`src/rtl/seqdet_pkg.sv`:
```
// Shared elaboration-time helpers for the serial sequence detector: KMP next-state
// computation over a pattern of up to 16 bits, and the state-width helper.
package seqdet_pkg;

    localparam int MAX_PAT_LEN = 16;

    typedef enum logic [1:0] {
        EV_HOLD  = 2'd0,
        EV_STEP  = 2'd1,
        EV_MATCH = 2'd2
    } seq_event_e;

    function automatic int state_width(input int pat_len);
        return (pat_len <= 2) ? 1 : $clog2(pat_len);
    endfunction

    // Bit idx of the pattern in arrival order (idx 0 is the MSB, received first).
    function automatic logic pat_bit(input logic [MAX_PAT_LEN-1:0] pat, input int len,
                                     input int idx);
        logic [MAX_PAT_LEN-1:0] t;
        t = pat >> (len - 1 - idx);
        return t[0];
    endfunction

    // Longest pattern prefix that is a suffix of (first k pattern bits, then x).
    function automatic int prefix_match_len(input logic [MAX_PAT_LEN-1:0] pat, input int len,
                                            input int k, input logic x);
        int   best;
        int   si;
        logic ok;
        logic sb;
        best = 0;
        for (int m = 1; m <= k + 1; m++) begin
            if (m <= len) begin
                ok = 1'b1;
                for (int i = 0; i < m; i++) begin
                    si = k + 1 - m + i;
                    sb = (si == k) ? x : pat_bit(pat, len, si);
                    if (sb != pat_bit(pat, len, i)) ok = 1'b0;
                end
                if (ok) best = m;
            end
        end
        return best;
    endfunction

    // Longest proper border of the full pattern: where an overlapping match resumes.
    function automatic int fail_len(input logic [MAX_PAT_LEN-1:0] pat, input int len);
        int   best;
        logic ok;
        best = 0;
        for (int m = 1; m < len; m++) begin
            ok = 1'b1;
            for (int i = 0; i < m; i++) begin
                if (pat_bit(pat, len, len - m + i) != pat_bit(pat, len, i)) ok = 1'b0;
            end
            if (ok) best = m;
        end
        return best;
    endfunction

    function automatic int next_state(input logic [MAX_PAT_LEN-1:0] pat, input int len,
                                      input int k, input logic x, input bit overlap);
        int m;
        m = prefix_match_len(pat, len, k, x);
        if (m >= len) return overlap ? fail_len(pat, len) : 0;
        return m;
    endfunction

    function automatic bit is_match(input logic [MAX_PAT_LEN-1:0] pat, input int len,
                                    input int k, input logic x);
        return prefix_match_len(pat, len, k, x) >= len;
    endfunction

endpackage

```
`src/rtl/seqdet_sat_counter.sv`:
```
// Saturating match counter; holds at all-ones and flags saturation.
module seqdet_sat_counter
    import seqdet_pkg::*;
#(
    parameter int CNT_W = 8
) (
    input  logic             CP,
    input  logic             CLRn,
    input  logic             inc,
    output logic [CNT_W-1:0] cnt,
    output logic             sat
);

    logic [CNT_W-1:0] cnt_q;
    logic [CNT_W-1:0] cnt_d;
    logic             sat_w;

    assign sat_w = &cnt_q;

    always_comb begin
        cnt_d = cnt_q;
        if (inc && !sat_w) cnt_d = cnt_q + 1'b1;
    end

    always_ff @(posedge CP or negedge CLRn) begin
        if (!CLRn) cnt_q <= '0;
        else       cnt_q <= cnt_d;
    end

    assign cnt = cnt_q;
    assign sat = sat_w;

endmodule

```
`src/rtl/seq_detector_param.sv`:
```
// Parameterised serial pattern detector with elaboration-time KMP transition table.
// Optional saturating match counter enabled by macro SEQDET_COUNT_EN.
//
// state | meaning
// ------+--------------------------------------------------------------
//   0   | no prefix of the pattern matched by the recent bits
//   k   | the last k consumed bits equal the first k pattern bits
module seq_detector_param
    import seqdet_pkg::*;
#(
    parameter int                 PAT_LEN = 4,
    parameter logic [PAT_LEN-1:0] PATTERN = 4'b1101,
    parameter bit                 OVERLAP = 1'b1,
    parameter int                 CNT_W   = 8
) (
    input  logic                              CP,
    input  logic                              CLRn,
    input  logic                              X,
    input  logic                              EN,
    output logic [state_width(PAT_LEN)-1:0]   state,
    output logic                              Z,
    output logic [CNT_W-1:0]                  match_cnt,
    output logic                              cnt_sat
);

    localparam int SW = state_width(PAT_LEN);
    localparam int NS = 2 ** SW;
    localparam logic [MAX_PAT_LEN-1:0] PAT_EXT = MAX_PAT_LEN'(PATTERN);

    logic [NS-1:0][SW-1:0] nxt0_tbl;
    logic [NS-1:0][SW-1:0] nxt1_tbl;
    logic [NS-1:0]         hit0_tbl;
    logic [NS-1:0]         hit1_tbl;

    // Unreachable encodings (>= PAT_LEN) fall back to 0 so a corrupted state self-recovers.
    for (genvar g = 0; g < NS; g++) begin : g_tbl
        if (g < PAT_LEN) begin : g_live
            localparam int NX0 = next_state(PAT_EXT, PAT_LEN, g, 1'b0, OVERLAP);
            localparam int NX1 = next_state(PAT_EXT, PAT_LEN, g, 1'b1, OVERLAP);
            localparam bit HT0 = is_match(PAT_EXT, PAT_LEN, g, 1'b0);
            localparam bit HT1 = is_match(PAT_EXT, PAT_LEN, g, 1'b1);
            assign nxt0_tbl[g] = SW'(NX0);
            assign nxt1_tbl[g] = SW'(NX1);
            assign hit0_tbl[g] = HT0;
            assign hit1_tbl[g] = HT1;
        end else begin : g_dead
            assign nxt0_tbl[g] = '0;
            assign nxt1_tbl[g] = '0;
            assign hit0_tbl[g] = 1'b0;
            assign hit1_tbl[g] = 1'b0;
        end
    end

    logic [SW-1:0] state_q;
    logic [SW-1:0] state_d;
    logic          z_q;
    logic          z_d;
    logic [SW-1:0] nxt;
    logic          hit;
    seq_event_e    ev;

    always_comb begin
        nxt     = state_q;
        hit     = 1'b0;
        ev      = EV_HOLD;
        state_d = state_q;
        if (EN) begin
            nxt     = X ? nxt1_tbl[state_q] : nxt0_tbl[state_q];
            hit     = X ? hit1_tbl[state_q] : hit0_tbl[state_q];
            ev      = hit ? EV_MATCH : EV_STEP;
            state_d = nxt;
        end
        z_d = (ev == EV_MATCH);
    end

    always_ff @(posedge CP or negedge CLRn) begin
        if (!CLRn) begin
            state_q <= '0;
            z_q     <= 1'b0;
        end else begin
            state_q <= state_d;
            z_q     <= z_d;
        end
    end

    assign state = state_q;
    assign Z     = z_q;

`ifdef SEQDET_COUNT_EN
    seqdet_sat_counter #(.CNT_W(CNT_W)) u_cnt (
        .CP   (CP),
        .CLRn (CLRn),
        .inc  (z_d),
        .cnt  (match_cnt),
        .sat  (cnt_sat)
    );
`else
    assign match_cnt = '0;
    assign cnt_sat   = 1'b0;
`endif

endmodule

```
`config.mk`:
```
export PLATFORM = sky130hd
export DESIGN_NAME = seq_detector_param
export DESIGN_NICKNAME = d
export VERILOG_FILES = /design/src/rtl/seqdet_pkg.sv /design/src/rtl/seqdet_sat_counter.sv /design/src/rtl/seq_detector_param.sv
export SDC_FILE = /design/constraint.sdc
export NUM_CORES = 1
export LEC_CHECK = 0
export CORE_AREA = 2 2 39 41
export DETAILED_ROUTE_END_ITERATION = 6
export DIE_AREA = 0 0 41 43
export PLACE_DENSITY_LB_ADDON = 0.15
export SETUP_SLACK_MARGIN = 0.15
export SYNTH_ARGS = -nofsm -noshare
export SYNTH_HDL_FRONTEND = slang
export SYNTH_SLANG_ARGS = --single-unit
```
`constraint.sdc`:
```
create_clock -name CP -period 2.3 [get_ports CP]
set_input_delay 0.69 -clock CP [delete_from_list [all_inputs] [get_ports CP]]
set_output_delay 0.69 -clock CP [all_outputs]
set_load 0.05 [all_outputs]
```
==> results.txt, run 1 <==
result of the run = finished clean
final period utilization = 88.3%
y dimension of the die = 43 um
post-layout min period = 2030 ps
M3 GR Usage = 4.71%
post-detailed-routing wire length = 456 um
Area Overhead vs Synth = 26.4%
top cells by instance count after synthesis = buf_4, dfrtp_1, ha_1, inv_1
Top Ports = 16
max-cap check violation count = 0
die width = 41 um
worst hold margin = 611 ps
cts-stage hold buffer count = 0
category of cells accounting for the largest share of critical-path delay = buffers and inverters
flop2flop setup slack = 1170 ps
clock net sink count = 3
H-tree depth reported by CTS = 1
area of the core = 1380 sq um
Max Root-Sink Buffers = 2
critical path, cell by cell = clkdlybuf4s50_1
dominant synthesized flop cell = dfrtp_1
Synth warnings = 0
grt peak-use layer = met2
clock network latency to the later pin of the worst-skew pair = 230 ps
Post-Place Worst Slack = 340 ps
startpoint of the lowest-slack register-to-register path = state[0]
number of buffer and inverter instances along the worst setup path = 1
CP startpoint kind = flip-flop
placement row count = 14
ratio of cells with drive above 1 in the final layout = 11.1%
total negative setup slack = 0 ps
clock tree from TritonCTS = yes
kind of critical path = flip-flop to output pin
Max IR drop VDD = 0.000242 V
Vias per Instance = 3.37
global-route wire length before repair = 641 um
Setup violations, final = 0
R2R Path End = state[1]
Hold Path Cell Cnt = 2
post-synthesis instance area = 251 sq um
Remaining DRCs = 0
pin count of the biggest net entering global routing = 8
first-pass iteration count of the detailed router = 2
Largest stage delay, worst path = 790 ps
FF+latch count, synth = 3
Seq/Total Area, Yosys = 29.9%
cell depth of the worst flop-to-flop path = 4
area share of the largest cell type after synthesis = 29.9%
fill cell instance count of the final layout = 160
leakage power summed over all cells = 0.000164 uW
initial antenna violation count = 0
All-Layer GR Usage = 5.82%
maximum fanout count along the critical path = 1
post-CTS setup buffer count = 0
global route overflow = 0
count of port buffers added during placement = 6
last weighted congestion value of the routability-driven placer = 0.588
mean post-synth cell area = 9.31 sq um
Fmax achieved = 0.492 GHz
total half-perimeter wirelength after legalization and detailed placement = 361 um
final net count = 44
kind of capture point of the worst setup path = output pin
power density of the placed cells = 1250 nW/um^2
Post-Route Skew = 3.38 ps
Total Die Area = 1760 sq um
count of inserted antenna diode cells = 0
critical path data required time = 1610 ps
Root Driver = clkbuf_4
vias post-DR = 175
Netlist cell types = 14
master of the slowest instance on the critical path = clkdlybuf4s50_1
critical hold path startpoint = state[0]
number of flops mapped to enable cells by yosys = 0
GR met2 Demand/Resource = 8.75%
largest cells by area after synthesis = dfrtp_1, buf_4, ha_1, mux2i_1, nand4b_1
post-synthesis cell type with the largest combined area = dfrtp_1
number of antenna-violating nets in the routed design = 0
Slew Viols, Final = 0
hold violation count in the final report = 0
class of the tightest hold or removal check = flip-flop to flip-flop
dominant cell by count in the synthesized netlist = buf_4
Clk pin slew, worst setup/hold paths = 40 ps
initial standard-cell utilization of the core = 18.2%
Wirelength per Cell = 8.77 um
via count of the first global-routing pass = 168
final setup slack of the worst path = 269 ps
unrepaired setup endpoints after global routing = no
sum of internal, switching and leakage power = 397 uW
synthesized instance count = 27
number of standard cells in the final layout excluding fillers = 52
M1 GR Usage = 4.82%
Worst Hold Path EP = state[0]
number of placed cells counting well taps = 48
number of buffers created by CTS = 3
async set-reset flop share out of synthesis = 100%
DRT iter0 DRCs = 5
arrival time of the worst setup path = 1340 ps
post-CTS resize count = 2
[metrics by stage]
step,instance area [sq um],util [%]
CTS,318,23.0
global placement,294,21.2
global route,318,23.0
finish,318,23.0
detailed placement,294,21.2
floorplan,282,-
[cell type report]
class / instances / area (sq um) / share of cell area (%)
repair buffers: 6 / 57.6 / 18.1
flip-flops and latches: 3 / 75.1 / 23.6
well taps: 16 / 20.0 / 6.30
inverters: 2 / 7.51 / 2.36
multi-input cells: 21 / 131 / 41.3
clock buffers: 4 / 26.3 / 8.27
[metal layers]
metal	up-vias	routed length, um
met5	-	0
met3	0	53
met4	0	0
met2	8	250
li1	87	-
met1	80	152
[cell usage in the layout (no fill, tap or decap), drive strengths merged]
cell type      count
dfrtp              3
nand4b             1
dlygate4sd2        2
nand4              1
nand2b             1
mux2i              1
a21oi              1
and3               1
nand3b             1
clkdlybuf4s50      4
ha                 3
nand3              1
inv                2
conb               9
nor2               1
clkbuf             4
[report_power, final]
| part | leakage [uW] | switching [uW] | internal, uW | total (uW) |
|---|---|---|---|---|
| clock network | 0.0000150 | 27.2 | 65.0 | 92.2 |
| logic | 0.000112 | 146 | 59.5 | 205 |
| registers | 0.0000375 | 26.9 | 72.3 | 99.2 |
[worst max-delay path by stage]
stage	startpoint	endpoint	slack (ps)	cells after the start
after floorplan	state[0]	state[1]	910	4
after global placement	state[1]	state[1]	370	1
after detailed placement	state[1]	state[1]	340	1
after CTS	Z	Z	250	1
after global routing	Z	Z	220	1
final	Z	Z	270	1
[sequential cells by signal, indices dropped and copies added (netlist names)]
name	cells
Z	1
state	2
[cell families after synthesis]
logic type,synth area share [%]
muxes,3.98
buffers and inverters,29.8
DFF,29.8
and+or+nand+nor,17.9
other,1.49
adders and majority gates,14.9
AOI/OAI and AO/OA,1.99
Power figures use the tool's default switching activity.
==> run 2, diff against run 1 <==
- DONT_BUFFER_PORTS: unset -> 1
- GPL_ROUTABILITY_DRIVEN: unset -> 0
==> run 2 against run 1 <==
Against the previous run: worst hold slack got worse by 460 ps; power decreased by 7.4%; count of clock-buffer cells in the layout unchanged; die area unchanged; sequential power increased by 74%; routed wire length increased by 2.2%; critical path depth decreased by 1; maximum frequency increased by 22%; core utilization decreased by 4.2 points; critical endpoint is now state[1]; largest power group is now registers.
==> results.txt, run 2 (synthesized netlist as in run 1, its figures left out) <==
result of the run = finished clean
kind of critical path = flip-flop to output pin
first-pass iteration count of the detailed router = 2 (unchanged)
Total Die Area = 1760 sq um (unchanged)
ratio of cells with drive above 1 in the final layout = 13.3% (+2.2 points)
placement row count = 14 (unchanged)
Placed Area = 234 sq um (-20%)
cts-stage hold buffer count = 0 (unchanged)
count of port buffers added during placement = 0 (-6)
Setup violations, final = 0 (unchanged)
All-Layer GR Usage = 5.30% (-0.52 points)
Clk pin slew, worst setup/hold paths = 40 ps (about the same)
H-tree depth reported by CTS = 1 (unchanged)
hold violation count in the final report = 0 (unchanged)
critical path launch point = state[1]
die width = 41 um (unchanged)
pin count of the biggest net entering global routing = 8 (unchanged)
max FFs per register = 2 (unchanged)
cell depth of the worst flop-to-flop path = 4 (unchanged)
number of antenna-violating nets in the routed design = 0 (unchanged)
register cell area after layout = 75.1 sq um (unchanged)
area of the multi-input gates = 131 sq um (unchanged)
DRT iter0 DRCs = 4 (-1)
unrepaired setup endpoints after global routing = no
max-cap check violation count = 0 (unchanged)
flop2flop setup slack = 820 ps (-350 ps)
Remaining DRCs = 0 (unchanged)
clock network latency to the later pin of the worst-skew pair = 230 ps (about the same)
Vias per Instance = 3.48 (+3.4%)
clock tree from TritonCTS = yes
Root Driver = clkbuf_4
post-detailed-routing wire length = 466 um (+2.2%)
summed area of non-filler cells in the final layout = 260 sq um (-18%)
utilization after layout = 18.8% (-4.2 points)
Max Root-Sink Buffers = 2 (unchanged)
post-CTS resize count = 0 (-2)
worst slew margin relative to its limit = 57.6%
actual transition at the worst max-transition pin = 636 ps
post-CTS setup buffer count = 0 (unchanged)
post-layout min period = 1660 ps (-370 ps)
Area Overhead vs Synth = 3.48%
Max IR drop VDD = 0.000174 V (-28%)
Fmax achieved = 0.602 GHz (+22%)
Post-Route Skew = 1.15 ps (-2.23 ps)
via count of the first global-routing pass = 169 (+0.60%)
initial standard-cell utilization of the core = 18.2% (unchanged)
critical path data required time = 1610 ps (about the same)
y dimension of the die = 43 um (unchanged)
global-route wire length before repair = 593 um (-7.5%)
initial antenna violation count = 0 (unchanged)
clock net sink count = 3 (unchanged)
global route overflow = 0 (unchanged)
number of buffers created by CTS = 3 (unchanged)
Wirelength per Cell = 10.1 um (+16%)
arrival time of the worst setup path = 970 ps (-370 ps)
final net count = 38 (-14%)
power density of the placed cells = 1410 nW/um^2 (+13%)
kind of capture point of the worst setup path = output pin
final period utilization = 72.2% (-16 points)
leakage power summed over all cells = 0.000138 uW (-16%)
count of inserted antenna diode cells = 0 (unchanged)
CP startpoint kind = flip-flop
number of cells on the critical path = 0 (-1)
maximum fanout count along the critical path = 7 (+6)
capturing element of the worst setup path = state[1]
startpoint of the lowest-slack register-to-register path = state[0]
R2R Path End = state[1]
class of the tightest hold or removal check = input port to async pin
total negative setup slack = 0 ps (unchanged)
most frequent cells in the layout = conb_1, dfrtp_1, ha_1, clkbuf_4, inv_1
worst hold margin = 154 ps (-457 ps)
Top Ports = 16 (unchanged)
fill cell instance count of the final layout = 160 (unchanged)
Slew Viols, Final = 0 (unchanged)
area of the core = 1380 sq um (unchanged)
vias post-DR = 160 (-8.6%)
commonest non-fill, non-tap cell in the layout = conb_1
==> run 2: metal layers <==
| layer | track usage, % | vias up | share of wire, % |
|---|---|---|---|
| met5 | 0 | - | 0 |
| met2 | 8.75 | 10 | 59 |
| met3 | 1.57 | 0 | 11 |
| met4 | 6.00 | 0 | 0 |
| li1 | - | 76 | - |
| met1 | 4.13 | 74 | 30 |
==> run 2: how the worst min path moves through the flow <==
stage	start	to	slack (ps)	depth (start not counted)
after global placement	CLRn	state[0]	390	0
after global routing	CLRn	state[0]	140	0
after floorplan	CLRn	Z	390	0
after CTS	CLRn	Z	140	0
after detailed placement	CLRn	state[0]	390	0
final	CLRn	Z	150	0
==> run 2: area by class of cell <==
class,instances,share of cell area (%)
multi-input combinational,21,50.5
sequential,3,28.8
clock buffer,4,10.1
tap,16,7.69
inverter,2,2.88
==> run 2: stage by stage <==
step                      cells  total power [uW]  worst slack [ps]
after detailed placement     42               278               818
after floorplan              35               265               913
final                        46               367               639
after global placement       42               272               830
after CTS                    46               374               633
after global routing         46               399               606
==> run 2: power by group <==
part	switching (uW)	internal (uW)	total, uW
sequential	102	70.7	173
clock	26.5	65.0	91.5
combinational	66.7	36.6	103
